<file path="config.mk">
export PLATFORM = sky130hd
export DESIGN_NAME = ovf_seq_monitor
export DESIGN_NICKNAME = d
export VERILOG_FILES = /design/src/rtl/ovf_mon_pkg.sv /design/src/rtl/ovf_ch_checker.sv /design/src/rtl/ovf_seq_monitor.sv
export SDC_FILE = /design/constraint.sdc
export NUM_CORES = 1
export LEC_CHECK = 0
export CORE_ASPECT_RATIO = 1.1
export CORE_MARGIN = 3
export CORE_UTILIZATION = 45
export CTS_CLUSTER_SIZE = 30
export DETAILED_ROUTE_END_ITERATION = 6
export PLACE_DENSITY = 0.79
export SYNTH_ARGS = -nofsm -noshare
export SYNTH_HDL_FRONTEND = slang
export SYNTH_SLANG_ARGS = --single-unit
</file>
<file path="constraint.sdc">
create_clock -name clk -period 3.14 [get_ports clk]
set_input_delay 0.628 -clock clk [delete_from_list [all_inputs] [get_ports clk]]
set_output_delay 0.628 -clock clk [all_outputs]
set_load 0.005 [all_outputs]
</file>
<file path="src/rtl/ovf_mon_pkg.sv">
// Shared types for the overflow start/handshake protocol monitor.
package ovf_mon_pkg;

    localparam int ERR_W = 3;

    typedef enum logic [1:0] {
        IDLE      = 2'd0,
        WAIT_FALL = 2'd1,
        LOW       = 2'd2
    } ch_state_e;

    typedef enum logic [2:0] {
        ERR_NONE   = 3'd0,
        ERR_PRE    = 3'd1,
        ERR_EARLY  = 3'd2,
        ERR_LATE   = 3'd3,
        ERR_IEARLY = 3'd4,
        ERR_NOI    = 3'd5,
        ERR_TMO    = 3'd6,
        ERR_RETRIG = 3'd7
    } err_e;

    function automatic logic is_active(input ch_state_e s);
        return (s != IDLE);
    endfunction

endpackage

</file>
<file path="src/rtl/ovf_ch_checker.sv">
// One channel of the monitor: edge history, sequence FSM, elapsed/low counters and
// registered pass/fail/err_code/busy outputs.
module ovf_ch_checker
    import ovf_mon_pkg::*;
#(
    parameter int MIN_DLY = 2,
    parameter int MAX_DLY = 20,
    parameter int LOW_MAX = 0
) (
    input  logic             clk,
    input  logic             rst_n,
    input  logic             en,
    input  logic             clr,
    input  logic             start,
    input  logic             i_vof,
    input  logic             o_vof,
    output logic             pass,
    output logic             fail,
    output logic [ERR_W-1:0] err_code,
    output logic             busy
);

    localparam int CNT_BITS  = $clog2(MAX_DLY + 1);
    localparam int LCNT_BITS = (LOW_MAX > 0) ? $clog2(LOW_MAX + 1) : 1;
    localparam logic [CNT_BITS-1:0]  CNT_ONE   = CNT_BITS'(1);
    localparam logic [CNT_BITS-1:0]  CNT_FULL  = {CNT_BITS{1'b1}};
    localparam logic [CNT_BITS-1:0]  MIN_C     = CNT_BITS'(MIN_DLY);
    localparam logic [CNT_BITS-1:0]  MAX_C     = CNT_BITS'(MAX_DLY);
    localparam logic [LCNT_BITS-1:0] LCNT_ONE  = LCNT_BITS'(1);
    localparam logic [LCNT_BITS-1:0] LCNT_FULL = {LCNT_BITS{1'b1}};
    localparam logic [LCNT_BITS-1:0] LMAX_C    = LCNT_BITS'(LOW_MAX);
    localparam logic                 TMO_EN    = (LOW_MAX != 0);

    logic                 hist_vld_r, start_q_r, ivof_q_r, ovof_q_r;
    logic                 start_rise_s, ivof_rise_s, ovof_rise_s, ovof_fell_s;
    ch_state_e            state_r, state_nxt_s;
    logic [CNT_BITS-1:0]  cnt_r, cnt_nxt_s;
    logic [LCNT_BITS-1:0] lcnt_r, lcnt_nxt_s;
    logic                 done_s, pass_s, fail_s, busy_nxt_s;
    err_e                 code_s, err_r, err_nxt_s;
    logic                 pass_r, fail_r, busy_r;

    // Previous-sample history; keeps running while en=0 so re-enabling sees true edges
    always_ff @(posedge clk or negedge rst_n) begin
        if (!rst_n) begin
            hist_vld_r <= 1'b0;
            start_q_r  <= 1'b0;
            ivof_q_r   <= 1'b0;
            ovof_q_r   <= 1'b0;
        end else begin
            hist_vld_r <= 1'b1;
            start_q_r  <= start;
            ivof_q_r   <= i_vof;
            ovof_q_r   <= o_vof;
        end
    end

    assign start_rise_s = hist_vld_r & start & ~start_q_r;
    assign ivof_rise_s  = hist_vld_r & i_vof & ~ivof_q_r;
    assign ovof_rise_s  = hist_vld_r & o_vof & ~ovof_q_r;
    assign ovof_fell_s  = hist_vld_r & ~o_vof & ovof_q_r;

    // FSM state and counter registers
    always_ff @(posedge clk or negedge rst_n) begin
        if (!rst_n) begin
            state_r <= IDLE;
            cnt_r   <= {CNT_BITS{1'b0}};
            lcnt_r  <= {LCNT_BITS{1'b0}};
        end else begin
            state_r <= state_nxt_s;
            cnt_r   <= cnt_nxt_s;
            lcnt_r  <= lcnt_nxt_s;
        end
    end

    // Next-state decision; done_s with code_s==ERR_NONE means the sequence passed
    always_comb begin
        state_nxt_s = state_r;
        cnt_nxt_s   = cnt_r;
        lcnt_nxt_s  = lcnt_r;
        done_s      = 1'b0;
        code_s      = ERR_NONE;
        if (!en) begin
            state_nxt_s = IDLE;
            cnt_nxt_s   = {CNT_BITS{1'b0}};
            lcnt_nxt_s  = {LCNT_BITS{1'b0}};
        end else if (start_rise_s && is_active(state_r)) begin
            // Old sequence is reported, new one is evaluated from this very cycle
            done_s      = 1'b1;
            code_s      = ERR_RETRIG;
            state_nxt_s = o_vof ? WAIT_FALL : IDLE;
            cnt_nxt_s   = CNT_ONE;
        end else begin
            case (state_r)
                IDLE: begin
                    if (start_rise_s && o_vof) begin
                        state_nxt_s = WAIT_FALL;
                        cnt_nxt_s   = CNT_ONE;
                    end else if (start_rise_s) begin
                        done_s = 1'b1;
                        code_s = ERR_PRE;
                    end else begin
                        state_nxt_s = IDLE;
                    end
                end
                WAIT_FALL: begin
                    if (ovof_fell_s && (cnt_r < MIN_C)) begin
                        done_s      = 1'b1;
                        code_s      = ERR_EARLY;
                        state_nxt_s = IDLE;
                    end else if (ovof_fell_s) begin
                        state_nxt_s = LOW;
                        lcnt_nxt_s  = LCNT_ONE;
                    end else if (cnt_r >= MAX_C) begin
                        done_s      = 1'b1;
                        code_s      = ERR_LATE;
                        state_nxt_s = IDLE;
                    end else if (cnt_r != CNT_FULL) begin
                        cnt_nxt_s = cnt_r + CNT_ONE;
                    end else begin
                        cnt_nxt_s = cnt_r;
                    end
                end
                LOW: begin
                    if (!o_vof && ivof_rise_s) begin
                        done_s      = 1'b1;
                        code_s      = ERR_IEARLY;
                        state_nxt_s = IDLE;
                    end else if (ovof_rise_s && ivof_rise_s) begin
                        done_s      = 1'b1;
                        state_nxt_s = IDLE;
                    end else if (ovof_rise_s) begin
                        done_s      = 1'b1;
                        code_s      = ERR_NOI;
                        state_nxt_s = IDLE;
                    end else if (TMO_EN && !o_vof && (lcnt_r >= LMAX_C)) begin
                        done_s      = 1'b1;
                        code_s      = ERR_TMO;
                        state_nxt_s = IDLE;
                    end else if (lcnt_r != LCNT_FULL) begin
                        lcnt_nxt_s = lcnt_r + LCNT_ONE;
                    end else begin
                        lcnt_nxt_s = lcnt_r;
                    end
                end
                default: begin
                    state_nxt_s = IDLE;
                end
            endcase
        end
    end

    // Output decode: pulses, sticky error (clr wins) and busy
    always_comb begin
        pass_s = done_s && (code_s == ERR_NONE);
        fail_s = done_s && (code_s != ERR_NONE);
        if (clr) begin
            err_nxt_s = ERR_NONE;
        end else if (fail_s) begin
            err_nxt_s = code_s;
        end else begin
            err_nxt_s = err_r;
        end
        busy_nxt_s = is_active(state_nxt_s);
    end

    // Registered channel outputs
    always_ff @(posedge clk or negedge rst_n) begin
        if (!rst_n) begin
            pass_r <= 1'b0;
            fail_r <= 1'b0;
            err_r  <= ERR_NONE;
            busy_r <= 1'b0;
        end else begin
            pass_r <= pass_s;
            fail_r <= fail_s;
            err_r  <= err_nxt_s;
            busy_r <= busy_nxt_s;
        end
    end

    assign pass     = pass_r;
    assign fail     = fail_r;
    assign err_code = err_r;
    assign busy     = busy_r;

endmodule

</file>
<file path="src/rtl/ovf_seq_monitor.sv">
// Multi-channel start/overflow handshake monitor: per-channel checkers plus
// saturating totals of pass and fail pulses.
module ovf_seq_monitor
    import ovf_mon_pkg::*;
#(
    parameter int NUM_CH  = 4,
    parameter int MIN_DLY = 2,
    parameter int MAX_DLY = 20,
    parameter int LOW_MAX = 0,
    parameter int CNT_W   = 16
) (
    input  logic                    clk,
    input  logic                    rst_n,
    input  logic                    en,
    input  logic                    clr,
    input  logic [NUM_CH-1:0]       start,
    input  logic [NUM_CH-1:0]       i_vof,
    input  logic [NUM_CH-1:0]       o_vof,
    output logic [NUM_CH-1:0]       pass,
    output logic [NUM_CH-1:0]       fail,
    output logic [NUM_CH*ERR_W-1:0] err_code,
    output logic [NUM_CH-1:0]       busy,
    output logic [CNT_W-1:0]        pass_cnt,
    output logic [CNT_W-1:0]        fail_cnt
);

    localparam int POP_W = $clog2(NUM_CH + 1);

    logic [POP_W-1:0] pass_pop_s, fail_pop_s;
    logic [CNT_W:0]   pass_sum_s, fail_sum_s;
    logic [CNT_W-1:0] pass_cnt_r, fail_cnt_r;

    for (genvar g = 0; g < NUM_CH; g++) begin : g_ch
        ovf_ch_checker #(
            .MIN_DLY (MIN_DLY),
            .MAX_DLY (MAX_DLY),
            .LOW_MAX (LOW_MAX)
        ) u_ch (
            .clk      (clk),
            .rst_n    (rst_n),
            .en       (en),
            .clr      (clr),
            .start    (start[g]),
            .i_vof    (i_vof[g]),
            .o_vof    (o_vof[g]),
            .pass     (pass[g]),
            .fail     (fail[g]),
            .err_code (err_code[g*ERR_W +: ERR_W]),
            .busy     (busy[g])
        );
    end

    // Popcount of this cycle's pulses; the extra sum bit flags saturation
    always_comb begin
        pass_pop_s = {POP_W{1'b0}};
        fail_pop_s = {POP_W{1'b0}};
        for (int i = 0; i < NUM_CH; i++) begin
            pass_pop_s = pass_pop_s + POP_W'(pass[i]);
            fail_pop_s = fail_pop_s + POP_W'(fail[i]);
        end
        pass_sum_s = {1'b0, pass_cnt_r} + (CNT_W+1)'(pass_pop_s);
        fail_sum_s = {1'b0, fail_cnt_r} + (CNT_W+1)'(fail_pop_s);
    end

    // Saturating totals; clr overrides any pulses present in the same cycle
    always_ff @(posedge clk or negedge rst_n) begin
        if (!rst_n) begin
            pass_cnt_r <= {CNT_W{1'b0}};
            fail_cnt_r <= {CNT_W{1'b0}};
        end else if (clr) begin
            pass_cnt_r <= {CNT_W{1'b0}};
            fail_cnt_r <= {CNT_W{1'b0}};
        end else begin
            pass_cnt_r <= pass_sum_s[CNT_W] ? {CNT_W{1'b1}} : pass_sum_s[CNT_W-1:0];
            fail_cnt_r <= fail_sum_s[CNT_W] ? {CNT_W{1'b1}} : fail_sum_s[CNT_W-1:0];
        end
    end

    assign pass_cnt = pass_cnt_r;
    assign fail_cnt = fail_cnt_r;

endmodule

</file>
==> impl_results.md <==
- GRT overflow: 0
- Remaining max-slew budget at the tightest pin: 0.529
- Maximum number of pins on one net before global-route repair: 55
- Worst clock skew on the final layout: 9.40 ps
- HPWL after detailed placement: 9060 µm
- CP Data Arrival Time: 3140 ps
- Layout area overhead: 19.5%
- Number of cell instances on the worst register-to-register path: 9
- Fraction of final layout cells with drive strength greater than 1: 0.0590
- Total via count in the routed design: 4460
- Num CTS Buffers: 9
- Reg-to-reg critical path startpoint: pass_cnt[0]
- Global placer's final weighted congestion: 0.878
- Routed wire length per instance: 15.9 µm
- Antenna-violating nets left: 0
- Launching element type of the critical path: flop
- Floorplan die area: 0.0133 mm²
- Number of inserted diodes: 0
- Cells resized by post-CTS repair: 0
- Insertion delay of the later-clocked pin in the worst-skew pair: 350 ps
- Final Routed Wirelength: 12400 µm
- Clock tree buffer depth: 2
- Via count of the first global-routing pass: 4395
- Hold_buf cts: 0
- Net Switching: 0.616 mW
- Fraction of power consumed by combinational cells: 0.083
- Run status: finished, final reports clean
- Routed wl met3: 633 µm
- Total power draw: 2.61 mW
- Clock edge transition at the registers on the reported setup and hold paths: 60 ps
- Detail Route met2 WL: 6060 µm
- Min-delay worst type: in -> async
- Launching element of the worst setup path: pass_cnt[0]
- Layout Nets: 658
- Crit end category: flop
- Net count after synthesis: 604
- Overall die width: 110 µm
- Most common cell after layout, fill and taps aside: dfrtp_1
- Max Fanout on Critical Path: 14
- Clock root buffer: clkbuf_16
- Final core utilization: 0.556
- Met1 layer wirelength in the final routing: 5540 µm
- Number of iterations in the first detailed-routing pass: 4
- Kind of critical path: reg -> reg
- Total number of placement rows: 41
- Power per cell area: 405 mW/mm²
- Final hold violation count: 0
- Count of warnings emitted by yosys: 0
- Net switching fraction of the power: 0.236
- Count of final max-slew check failures: 0
- Critical R2R Capture: pass_cnt[0]
- Highest clock rate: 347 MHz
- Standby leakage power: 2.82 nW
- Clock tree from TritonCTS: done
- Internal power component: 1.99 mW
- Flops & latches, synth: 97
- Post-CTS setup buffer count: 0
- Period utilization: 0.917
- Number of top-level design ports: 72
- Cell count after synthesis: 569
- Total number of clock tree sinks: 97
- Overall fraction of global-route tracks in use: 0.187
- Min Clock Period, post-route: 2880 ps
- First-pass GRT wire length: 20700 µm
- Total of endpoints with negative setup slack in the final report: 0
- Cell Area, Placed: 0.00615 mm²
- Transition at the pin with the smallest max-transition slack: 707 ps
- Starting DRT DRC Count: 322
- Max Cap Viol: 0
- Sum of negative setup slack: 0 ps
- Uppermost layer routed: met4
- Post-synth ARST share: 1.00
- DRC violation count after routing: 0
- Number of buffer cells added on primary ports: 71
- Seq pwr share: 0.497
- Prevailing post-synth register cell: dfrtp_1
- Maximum VDD drop: 0.000218 V
- Starting density of the core: 0.466
- Seq/Total Area, Yosys: 0.450
- Mean instance size in the synthesized netlist: 9.49 µm²
- Unique cell type count in the Yosys netlist: 69
- Area of the core region: 0.0116 mm²
- Clock Power Share: 0.420
- Filler cells: 1025
- Leading cell types in the layout, fill and taps excluded: dfrtp_1 (97), clkdlybuf4s50_1 (70), nor2_1 (52)
- H-Tree Depth: 3
- Critical path required time: 3400 ps
- Number of enable-type register cells in the synthesized netlist: 0
- Worst-case register-to-register setup slack: 260 ps
- Antenna violations before repair: 0
- Setup repair after global routing missed its margin: no
- Final std cell area, no fill: 0.00645 mm²
- Via count normalized by instance count: 5.74
- Mapped Area: 0.00540 mm²
- Height of the die: 121 µm
## power groups by stage
stage	sequential, mW	clock [mW]	combinational [mW]
after floorplan	1.31	0	0.125
after global placement	1.32	0	0.212
after detailed placement	1.32	0	0.217
after CTS	1.30	1.11	0.220
after global routing	1.30	1.16	0.244
final	1.30	1.10	0.217
## layout make-up
type | instances | area [µm²] | area share
repair buffers | 77 | 766 | 0.119
multi-input cells | 414 | 2680 | 0.416
inverters | 24 | 90.1 | 0.0140
flip-flops and latches | 97 | 2430 | 0.376
well taps | 150 | 188 | 0.0291
clock inverters | 5 | 56.3 | 0.00873
clock buffers | 10 | 239 | 0.0371
## through the flow
stage | hold WS [ps] | worst slack (ps) | std cells
after CTS | 302 | 120 | 777
after global placement | 516 | 231 | 762
after global routing | 326 | 68.6 | 777
after detailed placement | 532 | 125 | 762
after floorplan | 332 | 343 | 569
final | 280 | 261 | 777
## cell usage after synthesis, drive strengths merged, types with 3 or more instances
master / number / area [µm²]
buf: 25 / 168
o21a: 8 / 60.1
and4b: 3 / 30.0
or3: 4 / 25.0
xnor2: 9 / 78.8
ha: 13 / 163
or4: 3 / 22.5
and3: 14 / 87.6
o211ai: 6 / 45.0
nand2: 38 / 143
o21ai: 27 / 139
nor4: 5 / 31.3
o2bb2ai: 3 / 32.5
nor3b: 4 / 30.0
nand4: 6 / 37.5
and4: 3 / 26.3
mux2i: 6 / 60.1
fa: 6 / 120
a22oi: 3 / 22.5
nor2b: 9 / 56.3
and3b: 7 / 61.3
a31oi: 10 / 62.6
nand3: 27 / 135
inv: 24 / 90.1
a32oi: 3 / 26.3
or2: 6 / 37.5
dfrtp: 97 / 2430
nand3b: 5 / 37.5
xor2: 19 / 166
nor2: 52 / 195
a21oi: 46 / 230
nand2b: 12 / 75.1
a21o: 3 / 22.5
nor3: 18 / 90.1
clkbuf: 9 / 33.8
## registers in the layout, summed over array words and instances, names as in the netlist
name                  flops
g_ch.u_ch.cnt_r          20
fail_cnt                 16
pass_cnt                 16
g_ch.u_ch.err_code       12
g_ch.u_ch.state_r         8
g_ch.u_ch.busy            4
g_ch.u_ch.fail            4
g_ch.u_ch.ivof_q_r        4
g_ch.u_ch.ovof_q_r        4
g_ch.u_ch.pass            4
g_ch.u_ch.start_q_r       4
g_ch.u_ch.hist_vld_r      1
## per-layer routing
layer,vias to the layer above,track usage
li1,2132,-
met1,2189,0.241
met2,127,0.321
met3,12,0.0409
met4,0,0.0508
met5,-,0
## cells by family after synthesis
kind of cell             after synthesis  share of synthesized area
AO/OA/AOI/OAI                        135                      0.164
XOR/XNOR                              28                     0.0454
adder cells (fa/ha/maj)               19                     0.0524
buffers and inverters                 58                     0.0540
flip-flops                            97                      0.450
multiplexers                           8                     0.0153
other                                  1                   0.000695
AND/OR/NAND/NOR                      223                      0.218
## critical path: stages (launching register included)
cell     delay [ps]
dfrtp_1         400
fa_1            530
inv_1            50
fa_1            400
inv_1            90
fa_1            220
and4_1          250
nand3_1         150
or3_4           510
a21oi_1         190
## worst max-delay path by stage
stage / endpoint / depth (start not counted)
2_1_floorplan: pass_cnt[10] / 11
3_3_place_gp: pass_cnt[0] / 9
3_5_place_dp: pass_cnt[0] / 9
4_1_cts: pass_cnt[0] / 9
5_1_grt: pass_cnt[0] / 9
6_report: pass_cnt[0] / 9
Note: power is estimated with default switching activity, not from simulation.
